## src/rtl/event_filter_pkg.sv

```systemverilog
// event_filter_pkg: shared definitions for the streaming event filter.
//   - POL_* : cfg_pol_mode encodings
//   - event_t : packed {x, y, t, p} event at default 16/16/16/1 widths
//   - fifo_width() : FIFO data width for a given set of field widths
package event_filter_pkg;

    localparam logic [1:0] POL_NONE = 2'b00;
    localparam logic [1:0] POL_ON   = 2'b01;
    localparam logic [1:0] POL_OFF  = 2'b10;
    localparam logic [1:0] POL_BOTH = 2'b11;

    typedef struct packed {
        logic [15:0] x;
        logic [15:0] y;
        logic [15:0] t;
        logic        p;
    } event_t;

    function automatic int fifo_width(input int xw, input int yw, input int tw);
        return xw + yw + tw + 1;
    endfunction

endpackage

```

## src/rtl/event_filter_stream_fifo.sv

```systemverilog
// event_fifo: synchronous FIFO, async active-low reset.
// Ports:
//   clk, rst_n          clock / async active-low reset
//   push, push_data     write strobe and data (ignored when full)
//   pop, pop_data       read strobe (ignored when empty), head data
//   full, empty, count  occupancy status, all registered-derived
module event_fifo #(
    parameter int DW    = 49,
    parameter int DEPTH = 4
) (
    input  logic                       clk,
    input  logic                       rst_n,
    input  logic                       push,
    input  logic [DW-1:0]              push_data,
    input  logic                       pop,
    output logic [DW-1:0]              pop_data,
    output logic                       full,
    output logic                       empty,
    output logic [$clog2(DEPTH):0]     count
);

    localparam int AW = $clog2(DEPTH);
    localparam int CW = AW + 1;

    logic [DW-1:0] mem_q [DEPTH];
    logic [DW-1:0] mem_d [DEPTH];
    logic [AW-1:0] wr_ptr_q, wr_ptr_d;
    logic [AW-1:0] rd_ptr_q, rd_ptr_d;
    logic [CW-1:0] count_q, count_d;
    logic          do_push, do_pop;

    assign full     = (count_q == CW'(DEPTH));
    assign empty    = (count_q == '0);
    assign count    = count_q;
    assign pop_data = mem_q[rd_ptr_q];

    always_comb begin
        do_push  = push && !full;
        do_pop   = pop && !empty;
        mem_d    = mem_q;
        wr_ptr_d = wr_ptr_q;
        rd_ptr_d = rd_ptr_q;
        count_d  = count_q;
        if (do_push) begin
            mem_d[wr_ptr_q] = push_data;
            // DEPTH is a power of two, so pointers wrap naturally
            wr_ptr_d = wr_ptr_q + AW'(1);
        end
        if (do_pop) begin
            rd_ptr_d = rd_ptr_q + AW'(1);
        end
        case ({do_push, do_pop})
            2'b10:   count_d = count_q + CW'(1);
            2'b01:   count_d = count_q - CW'(1);
            default: count_d = count_q;
        endcase
    end

    always_ff @(posedge clk or negedge rst_n) begin
        if (!rst_n) begin
            mem_q    <= '{default: '0};
            wr_ptr_q <= '0;
            rd_ptr_q <= '0;
            count_q  <= '0;
        end else begin
            mem_q    <= mem_d;
            wr_ptr_q <= wr_ptr_d;
            rd_ptr_q <= rd_ptr_d;
            count_q  <= count_d;
        end
    end

endmodule

```

## src/rtl/event_filter_stream.sv

```systemverilog
// event_filter_stream: streaming address-event filter (polarity, optional ROI,
// per-pixel refractory) feeding an output FIFO.
// Optional feature macro: EVENT_FILTER_ROI_EN adds cfg_roi_* ports and ROI check.
// Ports:
//   clk, rst_n                     clock / async active-low reset
//   in_valid/in_ready, in_x/y/t/p  input event stream
//   cfg_pol_mode                   00 none, 01 ON only, 10 OFF only, 11 both
//   cfg_refract                    refractory window in ticks (0 = off)
//   cfg_roi_{x,y}_{min,max}        inclusive ROI window (macro only)
//   out_valid/out_ready, out_x/y/t/p  FIFO head event stream
//   drop_cnt                       saturating count of filtered events
module event_filter_stream
    import event_filter_pkg::*;
#(
    parameter int XW    = 16,
    parameter int YW    = 16,
    parameter int TW    = 16,
    parameter int DEPTH = 4,
    parameter int CNT_W = 16
) (
    input  logic             clk,
    input  logic             rst_n,
    input  logic             in_valid,
    output logic             in_ready,
    input  logic [XW-1:0]    in_x,
    input  logic [YW-1:0]    in_y,
    input  logic [TW-1:0]    in_t,
    input  logic             in_p,
    input  logic [1:0]       cfg_pol_mode,
    input  logic [TW-1:0]    cfg_refract,
`ifdef EVENT_FILTER_ROI_EN
    input  logic [XW-1:0]    cfg_roi_x_min,
    input  logic [XW-1:0]    cfg_roi_x_max,
    input  logic [YW-1:0]    cfg_roi_y_min,
    input  logic [YW-1:0]    cfg_roi_y_max,
`endif
    output logic             out_valid,
    input  logic             out_ready,
    output logic [XW-1:0]    out_x,
    output logic [YW-1:0]    out_y,
    output logic [TW-1:0]    out_t,
    output logic             out_p,
    output logic [CNT_W-1:0] drop_cnt
);

    localparam int DW = fifo_width(XW, YW, TW);
    localparam int CW = $clog2(DEPTH) + 1;

    logic [XW-1:0]    last_x_q, last_x_d;
    logic [YW-1:0]    last_y_q, last_y_d;
    logic [TW-1:0]    last_t_q, last_t_d;
    logic             last_p_q, last_p_d;
    logic             last_vld_q, last_vld_d;
    logic [CNT_W-1:0] drop_cnt_q, drop_cnt_d;

    logic             fifo_full, fifo_empty;
    logic [CW-1:0]    fifo_count;
    logic [DW-1:0]    fifo_wdata, fifo_rdata;
    logic             accept, push, pop;
    logic             pol_pass, roi_pass, refr_fail;
    logic [TW-1:0]    delta_t;

    // in_ready comes only from registered occupancy, never from out_ready
    assign in_ready = (fifo_count < CW'(DEPTH));
    assign accept   = in_valid && !fifo_full;
    assign pop      = !fifo_empty && out_ready;

    always_comb begin
        case (cfg_pol_mode)
            POL_ON:   pol_pass = in_p;
            POL_OFF:  pol_pass = !in_p;
            POL_BOTH: pol_pass = 1'b1;
            default:  pol_pass = 1'b0;
        endcase
    end

`ifdef EVENT_FILTER_ROI_EN
    // An inverted window (min > max) can never be satisfied, so it drops all
    assign roi_pass = (in_x >= cfg_roi_x_min) && (in_x <= cfg_roi_x_max) &&
                      (in_y >= cfg_roi_y_min) && (in_y <= cfg_roi_y_max);
`else
    assign roi_pass = 1'b1;
`endif

    // Modular TW-bit difference handles timestamp wrap without a special case
    assign delta_t   = in_t - last_t_q;
    assign refr_fail = last_vld_q && (in_x == last_x_q) && (in_y == last_y_q) &&
                       (in_p == last_p_q) && (delta_t < cfg_refract);

    assign push       = accept && pol_pass && roi_pass && !refr_fail;
    assign fifo_wdata = {in_x, in_y, in_t, in_p};

    always_comb begin
        last_x_d   = last_x_q;
        last_y_d   = last_y_q;
        last_t_d   = last_t_q;
        last_p_d   = last_p_q;
        last_vld_d = last_vld_q;
        drop_cnt_d = drop_cnt_q;
        if (push) begin
            last_x_d   = in_x;
            last_y_d   = in_y;
            last_t_d   = in_t;
            last_p_d   = in_p;
            last_vld_d = 1'b1;
        end else if (accept && (drop_cnt_q != '1)) begin
            drop_cnt_d = drop_cnt_q + CNT_W'(1);
        end
    end

    always_ff @(posedge clk or negedge rst_n) begin
        if (!rst_n) begin
            last_x_q   <= '0;
            last_y_q   <= '0;
            last_t_q   <= '0;
            last_p_q   <= 1'b0;
            last_vld_q <= 1'b0;
            drop_cnt_q <= '0;
        end else begin
            last_x_q   <= last_x_d;
            last_y_q   <= last_y_d;
            last_t_q   <= last_t_d;
            last_p_q   <= last_p_d;
            last_vld_q <= last_vld_d;
            drop_cnt_q <= drop_cnt_d;
        end
    end

    event_fifo #(
        .DW    (DW),
        .DEPTH (DEPTH)
    ) u_fifo (
        .clk       (clk),
        .rst_n     (rst_n),
        .push      (push),
        .push_data (fifo_wdata),
        .pop       (pop),
        .pop_data  (fifo_rdata),
        .full      (fifo_full),
        .empty     (fifo_empty),
        .count     (fifo_count)
    );

    assign out_valid = !fifo_empty;
    // Idle head reads as zero rather than exposing stale storage
    assign {out_x, out_y, out_t, out_p} = fifo_empty ? '0 : fifo_rdata;
    assign drop_cnt = drop_cnt_q;

endmodule

```

## config.mk

```make
export PLATFORM = sky130hd
export DESIGN_NAME = event_filter_stream
export DESIGN_NICKNAME = d
export VERILOG_FILES = /design/src/rtl/event_filter_pkg.sv /design/src/rtl/event_filter_stream_fifo.sv /design/src/rtl/event_filter_stream.sv
export SDC_FILE = /design/constraint.sdc
export NUM_CORES = 1
export LEC_CHECK = 0
export ABC_AREA = 1
export CORE_ASPECT_RATIO = 1.2
export CORE_MARGIN = 3
export CORE_UTILIZATION = 40
export DETAILED_ROUTE_END_ITERATION = 7
export SLEW_MARGIN = 20
export SYNTH_ARGS = -nofsm -noshare
export SYNTH_HDL_FRONTEND = slang
export SYNTH_SLANG_ARGS = --single-unit
export TNS_END_PERCENT = 30
```

## constraint.sdc

```tcl
create_clock -name clk -period 4.64 [get_ports clk]
set_input_delay 0.464 -clock clk [delete_from_list [all_inputs] [get_ports clk]]
set_output_delay 0.464 -clock clk [all_outputs]
set_load 0.02 [all_outputs]
```

### After elaboration in Yosys (flattened, before gate mapping)

Cells that the tools add are included.

* register bits after elaboration: 269
* input bits: 71

* reduce and logical (&&, ||, !) cells: 19
* multiplexer cells: 9
* equal/unequal tests: 10
* order comparisons: 5
* bitwise logic cells: 3
* $add $sub $neg: 6

Operators with widths (count)
* bitwise mux 196 bit: 1
* two-way mux 49 bit: 4
* binary-select mux 49 bit (select 2 bit): 1
* demux 49 bit (select 2 bit): 1
* == test 16 bit: 2
* adder 16 x 1 -> 16 bit, second input constant: 1
* < comparator 16 bit: 1
* inequality test 16 bit, second input constant: 1
* subtractor 16 bit: 1
* logical AND 1 bit: 12
* == test 2 bit, second input constant: 3
* >= comparator 3 bit, second input constant: 2
* inverter 2 -> 3 bit: 2
* case mux 3 bit (2 select lines): 1
* adder 2 x 1 -> 2 bit, second input constant: 2
* == test 2 x 1 -> 1 bit, second input constant: 2
* zero test 1 bit: 4
* adder 3 x 1 -> 3 bit, second input constant: 1
* == test 3 bit, second input constant: 1
* zero test 3 bit: 1
* < comparator 3 x 1 -> 1 bit, second input constant: 1
* < comparator 3 bit, second input constant: 1
* case mux 1 bit (3 select lines): 1
* subtractor 3 x 1 -> 3 bit, second input constant: 1
* other kinds (4): 4

### Depth between registers and ports, before layout

* depth after elaboration: 10
* depth in mapped cells: 29

### Hierarchy

A second synthesis with hierarchy kept.

* cells, all modules: 2035
* area total of the unflattened synthesis: 15078.2 µm²

Modules (own cells, without submodules)
* event_fifo: sequential area each 5079.9 µm², cells an instance 1256, area each 10015.9 µm², instances 1
* event_filter_stream: sequential area each 1651.6 µm², cells an instance 779, area each 5062.4 µm², instances 1

### Least setup slack after synthesis

Ideal clock, no wire load.

* path kind: input to register
* from: input in_t[0]
* to: register u_fifo.count_q[2] (netlist: u_fifo.count[2])
* setup slack: 455 ps
* stages: 27
* data arrival time: 4054 ps
* setup time: 131 ps
* buffers on the path: 2
* cell sequence: inv_1 > ha_1 > fa_1 > o21ai_0 > a21oi_1 > inv_1 > nand3_1 > nand2_1 > xor2_1 > ha_1 > nand2_1 > inv_1 > nand2_1 > nand2_1 > nor2_1 > nand2_1 > nor2_1 > nand3_2 > nand2_2 > buf_4 > buf_4 > ha_1 > inv_1 > fa_1 > a21oi_1 > o21ai_0 > xor2_1

* cells in the longest elaborated chain, start to end: 8

Ends and longest elaborated chain
* start, declared: RTL line event_filter_stream.sv:27 `input logic [TW-1:0] in_t,`
* subtractor 16 bit *: RTL line event_filter_stream.sv:86 `assign delta_t = in_t - last_t_q;`
* < comparator 16 bit *: RTL line event_filter_stream.sv:88 `(in_p == last_p_q) && (delta_t < cfg_refract);`
* logical AND 1 bit *: RTL line event_filter_stream.sv:88
* zero test 1 bit *: RTL line event_filter_stream.sv:90 `assign push = accept && pol_pass && roi_pass && !refr_fail;`
* logical AND 1 bit *: RTL line event_filter_stream.sv:90
* logical AND 1 bit *: RTL line event_filter_stream_fifo.sv:38 `do_push = push && !full;`
* == test 2 x 1 -> 1 bit or == test 2 bit (tied branches): RTL line event_filter_stream_fifo.sv:52 `case ({do_push, do_pop})`
* case mux 3 bit (2 select lines) or nonzero test 2 bit (tied branches)
* end signal, assigned: RTL line event_filter_stream_fifo.sv:69 `count_q <= count_d;`
* end, declared: RTL line event_filter_stream_fifo.sv:29 `logic [CW-1:0] count_q, count_d;`

Mark *: on every way between the ends. The rest lies on a longest branch, timed or not.
A chain may end at the register's enable or synchronous reset.

### Worst setup path in the final report

Same ends and word-level chain as after synthesis.

==> summary.md <==
The run gives 138 as the number of ports placed on the die boundary. The number of buffers on the longest clock path is 3. For the worst setup path, the data required time is 5.08 ns.

The count of yosys warnings during synthesis was 0. The number of standard cells in the layout, taps in and fillers out was 2552. The maximum ir drop on the vdd rail was 0.0003102 V. The critical path is of the in -> reg type. The total power is 12.32 mW. The biggest area contributor in the post-synthesis netlist is sky130_fd_sc_hd__dfrtp_1. Slew at the pin closest to its max-slew limit: 0.9463 ns. STA classifies the critical path endpoint as a flip-flop.

Counting every net in the synthesized netlist gives 2068. By area, the combinational part of the netlist is dominated by simple AND/OR/NAND/NOR gates. The count of nets left with antenna violations once routing finished came out at 0. The number of max-cap violations is 0. The run gives 0.191 as the power share of the clock group. Setup total negative slack on the finished layout was measured at 0 ns. The die extent in y was 216.3 µm; the routed wire length per instance was 17.57 µm.

At the placement stage, the worst setup path has a slack of -0.1370 ns. Worst-case clock skew: 0.01119 ns. The logs give 1209 for the initial detailed-routing violation count and 0.57 ns for the clock latency at the later pin of the worst-skew pair. The logs give 2173 for the layout net count and 3588 for the fill cell instance count of the final layout. The number of vias after detailed routing was 13680.

The min-delay analysis places its worst path in the category reg -> reg. The simple-gate share of the synthesized area came out at 0.3335. The initial standard-cell utilization of the core came out at 0.4078. The final critical path time including I/O delays and setup is 4.162 ns. The tools report the part of the Yosys area used for sequential elements as 0.4568. The post-synthesis share of cell area spent on xor and xnor gates was 0.02258; the cell area power density was 700.4 nW/µm².

Synthesis inferred 269 register bits. The logs give 0.485 for the share of total power in combinational logic and 4.60 ns for the arrival time reported for the critical path endpoint. Counting cells, the worst reg-to-reg path comes to 24.

The type of origin of the critical path is an input pin. Static timing analysis puts the maximum clock frequency at 240.3 MHz. The run gives 13410 as the via count of the first global-routing pass. Using the TritonRoute via totals, the vias-per-cell ratio works out to 5.360.

The net switching fraction of the power was 0.4261; the total placed cells including tap cells was 2499. The run finished with clean final reports. The first global-routing pass estimated 72.75 mm of wire. Cell internal power was estimated by the tool at 7.073 mW. For the sum of overflow across all layers after global routing, the log shows 0. The maximum level of the CTS H-tree is 1, and the average instance area after synthesis is 7.523 µm².

The final number of hold-violating endpoints is 0, and the number of resized instances in the post-cts repair step is 0. The run gives 32 as the number of distinct library cells after synthesis. The first detailed-routing pass ran for 5 iterations.

The remaining routing DRC violations is 0. Synthesized-area fraction occupied by ao, oa, aoi and oai cells: 0.07370. Number of buffers created by CTS: 30.

The number of buffers inserted by port buffering works out to 137. The net switching component of the power was 5.251 mW. The multi-input gate area in the final layout came out at 6868 µm².

Clock-pin slew was measured on the worst setup and hold paths at 0.06 ns. Synthesis produced a netlist whose cell count is 1959. Wires add up to 44.85 mm.

The number of pins exceeding their max-slew limit in the final report was 0; the share of final-layout standard cells stronger than drive strength 1 was 0.06958. Relative to the synthesized area, the layout overhead comes to 19.39%. The floorplan has 76 rows. The core region is 36130 µm². X dimension of the die: 181.2 µm. The proportion of synthesized area in mux cells is 0, and the floorplan die area is 39190 µm².

Number of antenna violations at the first check in global routing: 0. For the placer's final routability congestion estimate, the log shows 0.8500. The run gives 0.3692 as the worst-case headroom to the max-slew limit. After synthesis, the cell types taking the most area are sky130_fd_sc_hd__dfrtp_1, sky130_fd_sc_hd__nand2_1, sky130_fd_sc_hd__nand4_1. The largest net degree at the start of global routing is 173, and the total of endpoints with negative setup slack in the final report is 0. 0 antenna diodes ended up in the layout. With fillers left out, the area of the finished cells amounts to 17590 µm².

The placed instances occupy a cell area of 16630 µm². TritonCTS built the clock tree. CTS saw 269 sinks. Across all setup checks in the final design, the least slack found is 0.4780 ns.

The tools report the cell area after technology mapping as 14740 µm². The leakage power figure is 8.826 nW, and the cell depth of the worst min-delay path is 2. Final clock period utilization by the worst path: 0.8970. Setup repair after global routing left no endpoint under its margin. The fraction of the mapped netlist area in adder cells came out at 0.03328. Across the whole layout, storage elements account for 6734 µm². The cell sitting at the root of the clock tree is a sky130_fd_sc_hd__clkbuf_16.

The sequential cell fraction of total power was 0.324; the share of Yosys cell area claimed by the top area cell type was 0.4568. In this run the worst path has a maximum fanout of 3. After legalization and detailed placement, the total HPWL measured 27.82 mm. Global-route total usage across every layer: 0.2243.
==> metal layers <==
| layer | up-vias | wire, µm | global-route usage |
|---|---|---|---|
| met2 | 345 | 22110 | 0.3837 |
| met3 | 53 | 2051 | 0.02703 |
| met5 | - | 0 | 0 |
| met1 | 6683 | 19770 | 0.3031 |
| met4 | 0 | 916 | 0.05893 |
| li1 | 6597 | - | - |
==> flip-flops by register name, indices dropped and copies added (netlist names) <==
register	cells
last_y_q	16
last_p_q	1
last_x_q	16
drop_cnt	16
u_fifo.count	3
u_fifo.rd_ptr_q	2
last_vld_q	1
u_fifo.mem_q	196
last_t_q	16
u_fifo.wr_ptr_q	2
==> area by class of cell <==
class                           instances  area share
Clock buffer                           47     0.05149
Clock inverter                          5    0.002987
Inverter                              115     0.02453
Multi-Input combinational cell       1436      0.3903
Sequential cell                       269      0.3827
Tap cell                              468     0.03328
Timing Repair Buffer                  212      0.1146
==> worst max-delay path: stages <==
cell,delay (ns)
sky130_fd_sc_hd__clkdlybuf4s50_1,0.52
sky130_fd_sc_hd__inv_1,0.07
sky130_fd_sc_hd__ha_1,0.23
sky130_fd_sc_hd__fa_1,0.40
sky130_fd_sc_hd__o21ai_0,0.29
sky130_fd_sc_hd__a21oi_1,0.15
sky130_fd_sc_hd__inv_1,0.12
sky130_fd_sc_hd__nand3_1,0.09
sky130_fd_sc_hd__nand2_1,0.10
sky130_fd_sc_hd__xor2_1,0.15
sky130_fd_sc_hd__ha_1,0.25
sky130_fd_sc_hd__nand2_1,0.08
sky130_fd_sc_hd__inv_1,0.05
sky130_fd_sc_hd__nand2_1,0.05
sky130_fd_sc_hd__nand2_1,0.05
sky130_fd_sc_hd__nor2_1,0.10
sky130_fd_sc_hd__nand2_1,0.06
sky130_fd_sc_hd__nor2_1,0.21
sky130_fd_sc_hd__nand3_4,0.11
sky130_fd_sc_hd__nand2_4,0.09
sky130_fd_sc_hd__ha_1,0.14
sky130_fd_sc_hd__inv_1,0.06
sky130_fd_sc_hd__fa_1,0.38
sky130_fd_sc_hd__a21oi_1,0.14
sky130_fd_sc_hd__o21ai_0,0.11
sky130_fd_sc_hd__xor2_1,0.15
==> power by group through the flow <==
stage                     Clock, mW  Combinational [mW]  Sequential [mW]
final                          2.35                5.98             3.99
after global routing           2.49                6.68             4.12
after CTS                      2.39                6.03             3.98
after detailed placement          0                6.00             4.00
after global placement            0                5.93             3.96
after floorplan                   0                3.77             3.83
==> synthesized netlist by cell type <==
| cell type | number |
|---|---|
| sky130_fd_sc_hd__nand3_2 | 4 |
| sky130_fd_sc_hd__o21ai_0 | 132 |
| sky130_fd_sc_hd__inv_2 | 11 |
| sky130_fd_sc_hd__o21a_1 | 1 |
| sky130_fd_sc_hd__xor2_1 | 21 |
| sky130_fd_sc_hd__a211oi_1 | 1 |
| sky130_fd_sc_hd__o21ai_1 | 1 |
| sky130_fd_sc_hd__or2_1 | 1 |
| sky130_fd_sc_hd__nand3b_1 | 2 |
| sky130_fd_sc_hd__nor3_1 | 9 |
| sky130_fd_sc_hd__a31oi_1 | 2 |
| sky130_fd_sc_hd__a21o_1 | 4 |
| sky130_fd_sc_hd__nor4_1 | 2 |
| sky130_fd_sc_hd__clkbuf_1 | 51 |
| sky130_fd_sc_hd__nand2_2 | 2 |
| sky130_fd_sc_hd__nor2_1 | 231 |
| sky130_fd_sc_hd__dfrtp_1 | 269 |
| sky130_fd_sc_hd__fa_1 | 2 |
| sky130_fd_sc_hd__inv_1 | 104 |
| sky130_fd_sc_hd__a21oi_1 | 68 |
| sky130_fd_sc_hd__buf_2 | 32 |
| sky130_fd_sc_hd__xnor2_1 | 17 |
| sky130_fd_sc_hd__buf_1 | 27 |
| sky130_fd_sc_hd__o31ai_1 | 2 |
| sky130_fd_sc_hd__nand4_1 | 200 |
| sky130_fd_sc_hd__nand2_1 | 664 |
| sky130_fd_sc_hd__nand3_1 | 32 |
| sky130_fd_sc_hd__nor4_2 | 1 |
| sky130_fd_sc_hd__buf_6 | 21 |
| sky130_fd_sc_hd__ha_1 | 36 |
| sky130_fd_sc_hd__buf_4 | 8 |
| sky130_fd_sc_hd__a21boi_0 | 1 |
==> placed cells by master (no fill, tap or decap), drive strengths merged, types with 2 or more instances in the layout <==
master | synthesis | routed
nand2 | 666 | 666
dfrtp | 269 | 269
nor2 | 231 | 231
nand4 | 200 | 200
clkdlybuf4s50 | 0 | 136
o21ai | 133 | 133
inv | 115 | 115
buf | 88 | 75
a21oi | 68 | 68
clkbuf | 51 | 47
ha | 36 | 36
nand3 | 36 | 36
xor2 | 21 | 21
xnor2 | 17 | 17
nor3 | 9 | 9
a21o | 4 | 4
clkinv | 0 | 3
nor4 | 3 | 3
a31oi | 2 | 2
nand3b | 2 | 2
o31ai | 2 | 2
fa | 2 | 2
==> per-stage QoR <==
step / hold WS [ns] / utilization
finish: 0.4601 / 0.4869
global route: 0.4878 / 0.4869
CTS: 0.4609 / 0.4869
detailed placement: 0.4446 / 0.4601
global placement: 0.4351 / 0.4601
floorplan: 0.1684 / -
==> kinds of logic after synthesis <==
| kind of cell | count (synthesis) |
|---|---|
| and+or+nand+nor | 1148 |
| DFF | 269 |
| buffers and inverters | 254 |
| AOI/OAI and AO/OA | 212 |
| xor gates and xnor gates | 38 |
| adders and majority gates | 38 |
==> repair_timing <==
action | in CTS | in global routing
setup endpoints to repair | 0 | 0
hold endpoints to repair | 30 | 0
buffers inserted | 0 | 0
hold buffers | 1 | 0
==> path summary, 6_finish.rpt <==
path,from,slack (ns),endpoint
max,in_t[0],0.48,u_fifo.count[2]$_DFFE_PN0P_
max reg2reg,last_t_q[0]$_DFFE_PN0N_,0.60,u_fifo.count[2]$_DFFE_PN0P_
min,last_vld_q$_DFFE_PN0N_,0.46,last_vld_q$_DFFE_PN0N_
min in group asynchronous,rst_n,0.54,drop_cnt[9]$_DFFE_PN0P_
min reg2reg,last_vld_q$_DFFE_PN0N_,0.46,last_vld_q$_DFFE_PN0N_
max in group asynchronous,rst_n,3.05,u_fifo.mem_q[52]$_DFFE_PN0P_
Note: power is estimated with default switching activity, not from simulation.
